File: config.mk
export PLATFORM = sky130hd
export DESIGN_NAME = stage_decode_flat
export DESIGN_NICKNAME = d
export VERILOG_FILES = /design/src/rtl/cpu_pkg.sv /design/src/rtl/stage_decode_if.sv /design/src/rtl/stage_decode_instr_decoder.sv /design/src/rtl/stage_decode.sv /design/src/flat_wrapper.sv
export SDC_FILE = /design/constraint.sdc
export NUM_CORES = 1
export LEC_CHECK = 0
export ABC_CLOCK_PERIOD_IN_PS = 2900
export BUFFER_PORTS_ARGS = -buffer_cell sky130_fd_sc_hd__buf_4
export CORE_MARGIN = 3
export CORE_UTILIZATION = 40
export CTS_CLUSTER_SIZE = 8
export DETAILED_ROUTE_END_ITERATION = 12
export PLACE_DENSITY_LB_ADDON = 0.1
export SETUP_SLACK_MARGIN = 0.3
export SLEW_MARGIN = 10
export SYNTH_ARGS = -nofsm -noshare
export SYNTH_HDL_FRONTEND = slang
export SYNTH_SLANG_ARGS = --single-unit
File: constraint.sdc
create_clock -name clk -period 2.9 [get_ports clk]
set_clock_uncertainty 0.05 [all_clocks]
set_input_delay 0.29 -clock clk [delete_from_list [all_inputs] [get_ports clk]]
set_output_delay 0.29 -clock clk [all_outputs]
set_load 0.01 [all_outputs]
File: src/rtl/cpu_pkg.sv
// Shared types, field positions and helpers for the 16-bit pipelined CPU.
// Imported by the decode stage, its instruction decoder and the hazard unit.
package cpu_pkg;

  localparam int DATA_W     = 16;
  localparam int REG_ADDR_W = 3;
  localparam int OPCODE_W   = 4;

  // Bit positions of the instruction fields
  localparam int OPCODE_LSB  = 0;
  localparam int IMM_SEL_BIT = 4;
  localparam int RX_LSB      = 5;
  localparam int RY_LSB      = 8;
  localparam int IMM8_LSB    = 8;
  localparam int JOFF_LSB    = 5;
  localparam int SIGN_BIT    = DATA_W - 1;

  typedef enum logic [OPCODE_W-1:0] {
    MV   = 4'h0,
    ADD  = 4'h1,
    SUB  = 4'h2,
    CMP  = 4'h3,
    LD   = 4'h4,
    ST   = 4'h5,
    MVHI = 4'h6,
    JR   = 4'h8,
    JZR  = 4'h9,
    JNR  = 4'hA,
    CALL = 4'hC
  } opcode_t;

  typedef enum logic {
    EMPTY = 1'b0,
    HELD  = 1'b1
  } hold_state_t;

  // Opcodes that have no instruction assigned to them
  function automatic logic is_illegal_op(input logic [OPCODE_W-1:0] op);
    return op inside {4'h7, 4'hB, 4'hD, 4'hE, 4'hF};
  endfunction

endpackage

File: src/rtl/stage_decode_if.sv
// Bus between fetch/imem/hazard logic and the decode stage, plus the decoded
// outputs presented to execute and the register file.
interface stage_decode_if;
  import cpu_pkg::*;

  logic                  valid_in;
  logic [DATA_W-1:0]     pc_in;
  logic [DATA_W-1:0]     i_pc_rddata;
  logic                  stall;
  logic                  branch_sig;

  logic                  valid_out;
  logic [DATA_W-1:0]     pc_out;
  logic [DATA_W-1:0]     instr_out;
  logic [OPCODE_W-1:0]   opcode;
  logic                  imm_sel;
  logic [REG_ADDR_W-1:0] rf_rx_addr;
  logic [REG_ADDR_W-1:0] rf_ry_addr;
  logic [DATA_W-1:0]     imm16;
  logic [DATA_W-1:0]     jmp_off16;
  logic                  illegal_op;

  // Environment side: fetch, imem and hazard unit drive, execute consumes
  modport master (
    output valid_in, pc_in, i_pc_rddata, stall, branch_sig,
    input  valid_out, pc_out, instr_out, opcode, imm_sel,
           rf_rx_addr, rf_ry_addr, imm16, jmp_off16, illegal_op
  );

  // Decode stage side
  modport slave (
    input  valid_in, pc_in, i_pc_rddata, stall, branch_sig,
    output valid_out, pc_out, instr_out, opcode, imm_sel,
           rf_rx_addr, rf_ry_addr, imm16, jmp_off16, illegal_op
  );

endinterface

File: src/rtl/stage_decode_instr_decoder.sv
// Purely combinational instruction field decoder. Also instantiated by the
// hazard unit so both places agree on field extraction.
module instr_decoder
  import cpu_pkg::*;
(
  input  logic [DATA_W-1:0]     instr,
  output logic [OPCODE_W-1:0]   opcode,
  output logic                  imm_sel,
  output logic [REG_ADDR_W-1:0] rf_rx_addr,
  output logic [REG_ADDR_W-1:0] rf_ry_addr,
  output logic [DATA_W-1:0]     imm16,
  output logic [DATA_W-1:0]     jmp_off16
);

  assign opcode     = instr[OPCODE_LSB +: OPCODE_W];
  assign imm_sel    = instr[IMM_SEL_BIT];
  assign rf_rx_addr = instr[RX_LSB +: REG_ADDR_W];
  assign rf_ry_addr = instr[RY_LSB +: REG_ADDR_W];

  // Upper byte sign-extended to a full word
  assign imm16 = {{(DATA_W - IMM8_LSB){instr[SIGN_BIT]}}, instr[DATA_W-1:IMM8_LSB]};

  // 11-bit word offset turned into a sign-extended byte offset
  assign jmp_off16 = {{(JOFF_LSB - 1){instr[SIGN_BIT]}}, instr[DATA_W-1:JOFF_LSB], 1'b0};

endmodule

File: src/rtl/stage_decode.sv
// Decode stage of the 16-bit pipelined CPU. Registers the fetched PC/valid,
// picks up the imem word one cycle after the read, holds it across stalls
// and drops it on a branch flush.
// Optional feature macro: DECODE_ILLEGAL_TRAP_EN turns illegal opcodes into
// bubbles and raises illegal_op; without it illegal_op is tied low.
module stage_decode
  import cpu_pkg::*;
(
  input  logic         clk,
  input  logic         reset_n,
  stage_decode_if.slave bus
);

  logic              d_valid;
  logic [DATA_W-1:0] d_pc;
  logic [DATA_W-1:0] hold_instr;
  logic              rd_fresh;
  hold_state_t       state;
  logic [DATA_W-1:0] instr_cur;

  // Pipeline register: flush beats stall beats advance; rd_fresh marks a live imem word
  always_ff @(posedge clk or negedge reset_n) begin
    if (!reset_n) begin
      d_valid  <= 1'b0;
      d_pc     <= '0;
      rd_fresh <= 1'b0;
    end else begin
      rd_fresh <= bus.valid_in & ~bus.stall & ~bus.branch_sig;
      if (bus.branch_sig) begin
        d_valid <= 1'b0;
      end else if (!bus.stall) begin
        d_valid <= bus.valid_in;
        d_pc    <= bus.pc_in;
      end
    end
  end

  // Hold FSM: latch the imem word when a stall arrives so it is never re-read
  always_ff @(posedge clk or negedge reset_n) begin
    if (!reset_n) begin
      state      <= EMPTY;
      hold_instr <= '0;
    end else begin
      case (state)
        EMPTY: begin
          if (bus.stall && rd_fresh && !bus.branch_sig) begin
            state      <= HELD;
            hold_instr <= bus.i_pc_rddata;
          end
        end
        HELD: begin
          if (!bus.stall || bus.branch_sig) begin
            state <= EMPTY;
          end
        end
        default: state <= EMPTY;
      endcase
    end
  end

  // Current instruction: live imem data only when it is fresh and not already held
  always_comb begin
    instr_cur = hold_instr;
    if (state == EMPTY && rd_fresh) begin
      instr_cur = bus.i_pc_rddata;
    end
  end

  assign bus.pc_out    = d_pc;
  assign bus.instr_out = instr_cur;

  instr_decoder u_instr_decoder (
    .instr      (instr_cur),
    .opcode     (bus.opcode),
    .imm_sel    (bus.imm_sel),
    .rf_rx_addr (bus.rf_rx_addr),
    .rf_ry_addr (bus.rf_ry_addr),
    .imm16      (bus.imm16),
    .jmp_off16  (bus.jmp_off16)
  );

`ifdef DECODE_ILLEGAL_TRAP_EN
  logic illegal;
  assign illegal        = d_valid & is_illegal_op(instr_cur[OPCODE_LSB +: OPCODE_W]);
  assign bus.illegal_op = illegal;
  assign bus.valid_out  = d_valid & ~bus.branch_sig & ~illegal;
`else
  assign bus.illegal_op = 1'b0;
  assign bus.valid_out  = d_valid & ~bus.branch_sig;
`endif

endmodule

File: src/flat_wrapper.sv
// flat-port wrapper written by rule: the top's interface ports become plain ports
module stage_decode_flat import cpu_pkg::*;
  (clk, reset_n, bus_valid_in, bus_pc_in, bus_i_pc_rddata, bus_stall, bus_branch_sig, bus_valid_out, bus_pc_out, bus_instr_out, bus_opcode, bus_imm_sel, bus_rf_rx_addr, bus_rf_ry_addr, bus_imm16, bus_jmp_off16, bus_illegal_op);
  stage_decode_if bus_i ();
  input  logic clk;
  input  logic reset_n;
  input wire logic [$bits(bus_i.valid_in)-1:0] bus_valid_in;
  input wire logic [$bits(bus_i.pc_in)-1:0] bus_pc_in;
  input wire logic [$bits(bus_i.i_pc_rddata)-1:0] bus_i_pc_rddata;
  input wire logic [$bits(bus_i.stall)-1:0] bus_stall;
  input wire logic [$bits(bus_i.branch_sig)-1:0] bus_branch_sig;
  output wire logic [$bits(bus_i.valid_out)-1:0] bus_valid_out;
  output wire logic [$bits(bus_i.pc_out)-1:0] bus_pc_out;
  output wire logic [$bits(bus_i.instr_out)-1:0] bus_instr_out;
  output wire logic [$bits(bus_i.opcode)-1:0] bus_opcode;
  output wire logic [$bits(bus_i.imm_sel)-1:0] bus_imm_sel;
  output wire logic [$bits(bus_i.rf_rx_addr)-1:0] bus_rf_rx_addr;
  output wire logic [$bits(bus_i.rf_ry_addr)-1:0] bus_rf_ry_addr;
  output wire logic [$bits(bus_i.imm16)-1:0] bus_imm16;
  output wire logic [$bits(bus_i.jmp_off16)-1:0] bus_jmp_off16;
  output wire logic [$bits(bus_i.illegal_op)-1:0] bus_illegal_op;
  assign bus_i.valid_in = bus_valid_in;
  assign bus_i.pc_in = bus_pc_in;
  assign bus_i.i_pc_rddata = bus_i_pc_rddata;
  assign bus_i.stall = bus_stall;
  assign bus_i.branch_sig = bus_branch_sig;
  assign bus_valid_out = bus_i.valid_out;
  assign bus_pc_out = bus_i.pc_out;
  assign bus_instr_out = bus_i.instr_out;
  assign bus_opcode = bus_i.opcode;
  assign bus_imm_sel = bus_i.imm_sel;
  assign bus_rf_rx_addr = bus_i.rf_rx_addr;
  assign bus_rf_ry_addr = bus_i.rf_ry_addr;
  assign bus_imm16 = bus_i.imm16;
  assign bus_jmp_off16 = bus_i.jmp_off16;
  assign bus_illegal_op = bus_i.illegal_op;
  stage_decode u_core (.clk(clk), .reset_n(reset_n), .bus(bus_i));
endmodule
; ---- After elaboration in Yosys (flattened, before gate mapping)
; Index checks and enable logic that the tools add are counted.
[word_totals]
output_inout_bits = 77
regBits = 35
in_bits = 37
word_cells = 26
[op_classes]
bitwise = 6
eq_ne = 1
n_mux = 6
reduce_logical = 8
[op_table]
columns = op, count
row1 = $mux 16, 1
row2 = $mux 1, 4
row3 = $reduce_and 2->1, 2
row4 = $and 1x1->1, 3
row5 = $logic_and 1x1->1, 3
row6 = $not 1->1, 3
row7 = $logic_not 1->1, 2
row8 = $ne 2x1->1 const B, 1
row9 = $pmux 1 s2, 1
row10 = $logic_or 1x1->1, 1

; ---- Longest topological paths before layout
; Gate-level depths: netlist (run 1).
[depth]
depth_word = 4
ltp_mapped = 5
mapped_depth_nobuf = 2

; ---- Hierarchy
; Synthesis (run 1) repeated with hierarchy kept, for this count alone.
[unflattened]
hier_cells = 143
area_unflattened_um2 = 1905.6
[modules_own_cells]
columns = module, cells_each, instances, area_each_um2, seq_area_each_um2
row1 = stage_decode, 99, 1, 1579.0, 875.8
row2 = instr_decoder, 44, 1, 326.6, 0.0

; ---- Worst setup path after synthesis (run 1)
; No wires, ideal clock.
[synth_timing]
path_kind = register -> output
start = reg u_core.rd_fresh
end = out bus_instr_out[12]
path_buffers = 3
setup_slack_ns = 1.213
stages_incl_launch_ff = 6
arrival_time_ns = 1.347
required_time_ns = 2.560
cell_sequence = dfrtp_1 > nand2b_1 > buf_2 > buf_2 > mux2_2 > buf_4
[synth_via]
elab_chain_len = 2
[synth_rtl]
columns = element, line_no
row1 = start: declaration, stage_decode.sv:17  ; logic rd_fresh;
row2 = start signal: assignment, stage_decode.sv:28  ; rd_fresh <= bus.valid_in & ~bus.stall & ~bus.branch_sig;
row3 = $logic_and 1x1->1, stage_decode.sv:64  ; if (state == EMPTY && rd_fresh) begin
row4 = $mux 16, stage_decode.sv:64
row5 = end: declaration, flat_wrapper.sv:14  ; output wire logic [$bits(bus_i.instr_out)-1:0] bus_instr_out;
; Every way passes these cells.

; ---- Worst setup path after layout (run 1)
[layout_timing]
start = reg u_core.state
end = out bus_imm16[13]
[layout_via]
elab_chain_len = 3
[layout_rtl]
columns = element, line_no
row1 = start: declaration, stage_decode.sv:18  ; hold_state_t state;
row2 = start signal: assignment, stage_decode.sv:41  ; state <= EMPTY;
row3 = start signal: assignment, stage_decode.sv:47  ; state <= HELD;
row4 = start signal: assignment, stage_decode.sv:53  ; state <= EMPTY;
row5 = $not 1->1 (no line), --
row6 = $logic_and 1x1->1, stage_decode.sv:64
row7 = $mux 16, stage_decode.sv:64
row8 = end: declaration, flat_wrapper.sv:19  ; output wire logic [$bits(bus_i.imm16)-1:0] bus_imm16;
; Every way passes these cells.

==> results.md, run 1 <==
* Run status: finished, final reports clean
* Maximum count of clock buffers along a single path at 2
* Number of vias in the routed layout at around 1200
* Type of destination of the critical path: primary output
* Post-detailed-route wirelength per cell at 14.6 um
* Hold Violations, Final at 0
* Count of synthesis-stage warnings from yosys at 0
* Critical hold path startpoint: bus_branch_sig
* Clock latency at the later pin of the worst-skew pair at 0.28 ns
* Endpoint arrival time on the critical path at approximately 1.9 ns
* Total number of nets in the final design at 251
* Leakage power at between 1 and 1.5 nW
* Average size of a mapped cell at around 13 um2
* Remaining max-slew budget at the tightest pin at between 30% and 40%
* Synth cell types at 16
* Detailed placer's ending HPWL at between 2000 and 3000 um
* Flip-flop and latch count after synthesis at 35
* Total die area at roughly 0.0056 mm2
* Final Max Slew Viols at 0
* Setup slack at placement at ~1 ns
* Number of instances in the synthesized netlist at ~140
* Number of top-level design ports at roughly 110
* Inserted Clock Buffers at 5
* Count of inserted antenna diode cells at 0
* Fmax achieved at about 450 MHz
* Most frequent cell after synthesis: buf_4
* Final hold slack at approximately 0.15 ns
* Critical path type: reg2out
* Top cells by area, synth: dfrtp_1 46%, mux2_2 22%, buf_4 18%
* Clock Sink Count at 35
* Setup repair after global routing missed its margin: false
* Final worst path period need at about 2.2 ns
* Highest fanout seen on the critical path at 15
* Startpoint of the worst register-to-register path: u_core.state$_DFF_PN0_
* Number of design rule violations left after detail routing at 0
* Hold Path Sink: u_core.d_valid$_DFFE_PN0N_
* Fraction of layout instances using a drive strength above 1 at between 70% and 80%
* Sort of element at the start of the critical path: register
* Overall global routing resource usage at a little over an eighth
* Number of enable flip-flop cells after synthesis at 0
* Standard-cell row count at 24
* Worst Setup Slack, final at 0.697 ns
* Total negative slack for setup checks at 0 ns
* Input/output buffers at approximately 110
* Post-synthesis async set-or-reset flop share at 100%
* TritonCTS clock tree: done
* Die W at 75.0 um
* Detailed Routing Iterations Pass 1 at 3
* Path type of the worst min-delay path: in2reg
* Antenna violations before repair at 0
* Worst-case register-to-register setup slack at 1.03 ns
* Transition at the pin with the smallest max-transition slack at about 0.95 ns
* Gpl congestion at ~0.74
* Max rail drop VDD at just under 0.3 mV
* Sum of routed wire length over all layers at just under 4000 um
* Number of cells on the worst reg-to-reg path at 2
* Final antenna-violating net count at 0
* Total chip power at between 1.5 and 2 mW
* Worst r2r dst: u_core.hold_instr[9]$_DFFE_PN0P_
* Fin crit share at between 70% and 80%
* Effective utilization at floorplan at around 43%
* Pin count of the biggest net entering global routing at 36
* Syn Std Cell Area at between 0.0015 and 0.002 mm2
* GRT overflow at 0
* Commonest cells in the synthesized netlist: 45 x buf_4, 38 x mux2_2, 35 x dfrtp_1, 10 x mux2_4
* Cells on Worst Hold Path at 2
* Number of violations reported at the end of detailed-routing iteration 0 at 18
* Data required time at the worst endpoint at around 2.6 ns
* Most used flip-flop cell after synthesis: dfrtp_1
* Finish-stage setup viols at 0
* Cell at the root of the clock tree: clkbuf_8
* Post-synth top area cell: dfrtp_1
* Max capacitance violation total at 0
* Detail-routed via count per cell at between 4 and 5
* Pwr dens at about 680 mW/mm2
* Post-CTS Repair Setup Buffers at 0
* Post-synth top area share at a little under half
* Worst-path clk slew at approximately 0.07 ns
* Via count of the first global-routing pass at 1226
* Wire length of the first global-routing pass at around 5700 um
* Synth-to-Final Area Change at 33.7%
* Sequential cell area fraction in the yosys report at about 46%
* Maximum level of the CTS H-tree at 2
* Die boundary height at around 75 um
* Core region area at approximately 0.0045 mm2
-- where the power goes --
group	switching (mW)	total, mW	internal, mW
Clock	0.164	0.381	0.217
Sequential	0.0448	0.621	0.576
Combinational	0.303	0.728	0.425
Total	0.512	1.73	1.22
-- cells by family after synthesis --
| family | after synthesis | synth area share, % |
|---|---|---|
| multiplexers | 49 | 30.9 |
| AND/OR/NAND/NOR | 8 | 2.90 |
| other | 1 | 0.197 |
| buffers and inverters | 49 | 19.9 |
| flip-flops | 35 | 46.1 |
-- per-stage QoR --
stage / cell area, um2 / cells / util, %
floorplan: 1910 / 143 / -
global placement: 2430 / 258 / 54.4
detailed placement: 2430 / 258 / 54.4
CTS: 2540 / 267 / 56.8
global route: 2540 / 267 / 56.8
finish: 2540 / 267 / 56.8
-- final cells by class --
cell class                      instances  area, um2
Sequential cell                        35        876
Fill cell                             390       1930
Clock buffer                            8        100
Multi-Input combinational cell         59        651
Timing Repair Buffer                  113        851
Tap cell                               52       65.1
-- how the worst max path moves through the flow --
stage                              start                           endpoint  cells after the start
2_1_floorplan  u_core.rd_fresh$_DFF_PN0_                  bus_instr_out[12]                      5
3_3_place_gp              bus_branch_sig  u_core.hold_instr[12]$_DFFE_PN0P_                      3
3_5_place_dp              bus_branch_sig   u_core.hold_instr[9]$_DFFE_PN0P_                      3
4_1_cts           u_core.state$_DFF_PN0_                       bus_imm16[8]                      4
5_1_grt           u_core.state$_DFF_PN0_                      bus_imm16[13]                      4
6_report          u_core.state$_DFF_PN0_                      bus_imm16[13]                      4
-- timing repair --
item                       in CTS  in global routing
resized for setup               0                  0
hold endpoints to repair       35                  0
setup endpoints to repair       0                  0
hold buffers                    1                  0
-- placed cells by master, fill, tap and decap left out --
cell type,instances
nor2_2,1
clkbuf_8,7
and4bb_1,1
mux2_4,10
nand2b_1,1
mux2i_1,1
nor3b_1,1
and2_1,1
clkbuf_1,1
dlygate4sd3_1,1
nor2_1,2
buf_4,112
mux2_2,38
dfrtp_1,35
and2b_2,1
conb_1,2
-- critical path, stage by stage, from the launching register on --
cell,delay [ns]
dfrtp_1,0.35
nand2b_1,0.33
buf_4,0.26
mux2_2,0.46
buf_4,0.18
-- flip-flops by register name (all words and copies together), names as in the netlist --
| register | count |
|---|---|
| u_core.bus.pc_out | 16 |
| u_core.d_valid | 1 |
| u_core.hold_instr | 16 |
| u_core.rd_fresh | 1 |
| u_core.state | 1 |
-- metal layers --
layer  vias up  track usage, %  part of all wire (%)
met5         -               0                     0
met4         0            4.74                   1.1
met3         5            4.41                   9.8
met2        67            23.1                    51
met1       590            15.9                    38
li1        574               -                     -
No activity file was read; power rests on OpenSTA's default activity.
==> run 2, diff against run 1 <==
--- a/config.mk
+++ b/config.mk
@@ -5,7 +5,7 @@
 export SDC_FILE = /design/constraint.sdc
 export NUM_CORES = 1
 export LEC_CHECK = 0
-export ABC_CLOCK_PERIOD_IN_PS = 2900
+export ABC_CLOCK_PERIOD_IN_PS = 2200
 export BUFFER_PORTS_ARGS = -buffer_cell sky130_fd_sc_hd__buf_4
 export CORE_MARGIN = 3
 export CORE_UTILIZATION = 40
==> constraint.sdc (replaced) <==
create_clock -name clk -period 2.2 [get_ports clk]
set_clock_uncertainty 0.05 [all_clocks]
set_input_delay 0.22 -clock clk [delete_from_list [all_inputs] [get_ports clk]]
set_output_delay 0.22 -clock clk [all_outputs]
set_load 0.01 [all_outputs]
==> run 2 against run 1 <==
Effect of this change: worst hold slack got worse by 0.074 ns; total power rose by 43%; sequential power rose by 32%; critical path type unchanged; critical endpoint is now bus_rf_ry_addr[0].
==> results.md, run 2 (synthesis gave the netlist of run 1 again) <==
* Run status: finished, final reports clean
* Maximum level of the CTS H-tree at 2
* Critical path type: reg2out
* Cell count along the critical path at 4
* Critical path, cell by cell: nand2b_4 > buf_8 > mux2_2 > buf_4
* Finish-stage setup viols at 0
* Effective utilization at floorplan at about 43%
* Clock Sink Count at 35
* Synth-to-Final Area Change at 37.8%
* Cell at the root of the clock tree: clkbuf_8
* TritonCTS clock tree: done
* Die W at about 75 um
* Detailed-routing wirelength on met1 at 1560 um
* Fmax achieved at between 500 and 600 MHz
* Critical-path top delay cell: mux2_2
* Setup slack at placement at around 0.56 ns
* Number of cells on the worst reg-to-reg path at 3
* Highest fanout seen on the critical path at 12
* Met3 WL post-DR at 397 um
* Total chip power at 2.47 mW
* Maximum count of clock buffers along a single path at 2
* Fraction of layout instances using a drive strength above 1 at 79.7%
* Gpl congestion at around 0.76
* Delay-heaviest family, CP: multiplexers
* Detail Route met2 WL at 1910 um
* Antenna violations before repair at 0
* Type of destination of the critical path: primary output
* Overall global routing resource usage at around 14%
* Cells on Worst Hold Path at 2
* # fillers at 380
* Number of placed cells counting well taps at between 200 and 300
* Final Max Slew Viols at 0
* Input/output buffers at around 110
* Final Core Density at between 50% and 60%
* Hold Violations, Final at 0
* Final antenna-violating net count at 0
* Detailed Routing Iterations Pass 1 at 4
* Wire length of the first global-routing pass at 5930 um
* Pwr dens at 941 mW/mm2
* Detail-routed via count per cell at 4.58
* Count of buffer and inverter cells on the critical path at 2
* Total number of nets in the final design at roughly 250
* Endpoint arrival time on the critical path at between 1.5 and 2 ns
* Sum of routed wire length over all layers at 3940 um
* Number of design rule violations left after detail routing at 0
* Delay of the slowest cell on the worst path at ~0.38 ns
* Total negative slack for setup checks at 0 ns
* Clock latency at the later pin of the worst-skew pair at 0.28 ns
* Final worst path period need at 1.78 ns
* Worst-path clk slew at 0.07 ns
* Inserted Clock Buffers at 5
* Leakage power at between 1 and 1.5 nW
* Filler-free cell count of the finished design at between 200 and 300
* Max rail drop VDD at ~0.44 mV
* GRT overflow at 0
* Most frequent cells in the layout: 112 x buf_4, 38 x mux2_2, 35 x dfrtp_1
* Detailed placer's ending HPWL at between 3000 and 4000 um
* Total area of sequential cells at about 880 um2
* Fin crit share at ~80%
* Worst-case register-to-register setup slack at 0.59 ns
* Highest Signal Layer: met4
* Max capacitance violation total at 0
* Sort of element at the start of the critical path: register
* Number of top-level design ports at roughly 110
* Pin count of the biggest net entering global routing at 36
* Setup repair after global routing missed its margin: false
* Multi-input combinational cell area at 658 um2
* Via count of the first global-routing pass at approximately 1200
* Count of inserted antenna diode cells at 0
* Die boundary height at ~75 um
* Standard-cell row count at 24
* Path type of the worst min-delay path: in2reg
* Total die area at between 0.005 and 0.006 mm2
* Number of vias in the routed layout at between 1000 and 1500
* Data required time at the worst endpoint at ~1.9 ns
* Worst Setup Slack, final at 0.415 ns
* Leading cell type in the layout, fill and taps excluded: buf_4
* Number of violations reported at the end of detailed-routing iteration 0 at 37
* Core region area at approximately 0.0045 mm2
* Post-detailed-route wirelength per cell at roughly 15 um
run 2: cell count changes in the layout (fill, tap and decap cells not counted), sizes merged:
cell,previous run,this run
clkbuf,8,5
bufinv,0,2
buf,112,114
clkinvlp,0,1
run 2: area by class of cell:
class / count / share of cell area (%)
clock buffer: 5 / 2.63
clock inverter: 3 / 2.58
multi-input combinational: 59 / 25.1
sequential: 35 / 33.4
tap: 52 / 2.48
timing repair buffer: 115 / 33.8
run 2: what timing repair did:
item                                    in CTS  in global routing
endpoints found under the setup margin      32                 32
setup buffers                                0                  0
endpoints found under the hold margin       35                  0
resized for setup                            2                  2
hold buffers                                 1                  0
run 2: path summary, 6_finish.rpt:
| path | to | startpoint |
|---|---|---|
| min reg2reg | u_core.hold_instr[15]$_DFFE_PN0P_ | u_core.hold_instr[15]$_DFFE_PN0P_ |
| max reg2reg | u_core.hold_instr[10]$_DFFE_PN0P_ | u_core.state$_DFF_PN0_ |
| max | bus_rf_ry_addr[0] | u_core.state$_DFF_PN0_ |
| min in group asynchronous | u_core.hold_instr[14]$_DFFE_PN0P_ | reset_n |
| min | u_core.d_valid$_DFFE_PN0N_ | bus_branch_sig |
| max in group asynchronous | u_core.hold_instr[9]$_DFFE_PN0P_ | reset_n |
run 2: per-stage QoR:
stage	hold WS, ns	area (um2)
final	0.0755	2620
after global routing	0.0633	2620
after CTS	0.0623	2610
after detailed placement	0.149	2460
after global placement	0.145	2460
after floorplan	-0.126	1910
run 2: power breakdown:
part           leakage, nW  total (mW)  internal (mW)  switching (mW)
clock network       0.0644       0.682          0.452           0.231
registers            0.425       0.820          0.760          0.0605
logic                0.830       0.965          0.564           0.401
total                 1.32        2.47           1.78           0.692
run 2: layer usage:
layer	vias up	global-route usage, %
met2	71	22.7
met5	-	0
met3	8	5.61
met1	569	17.1
li1	583	-
met4	0	5.53
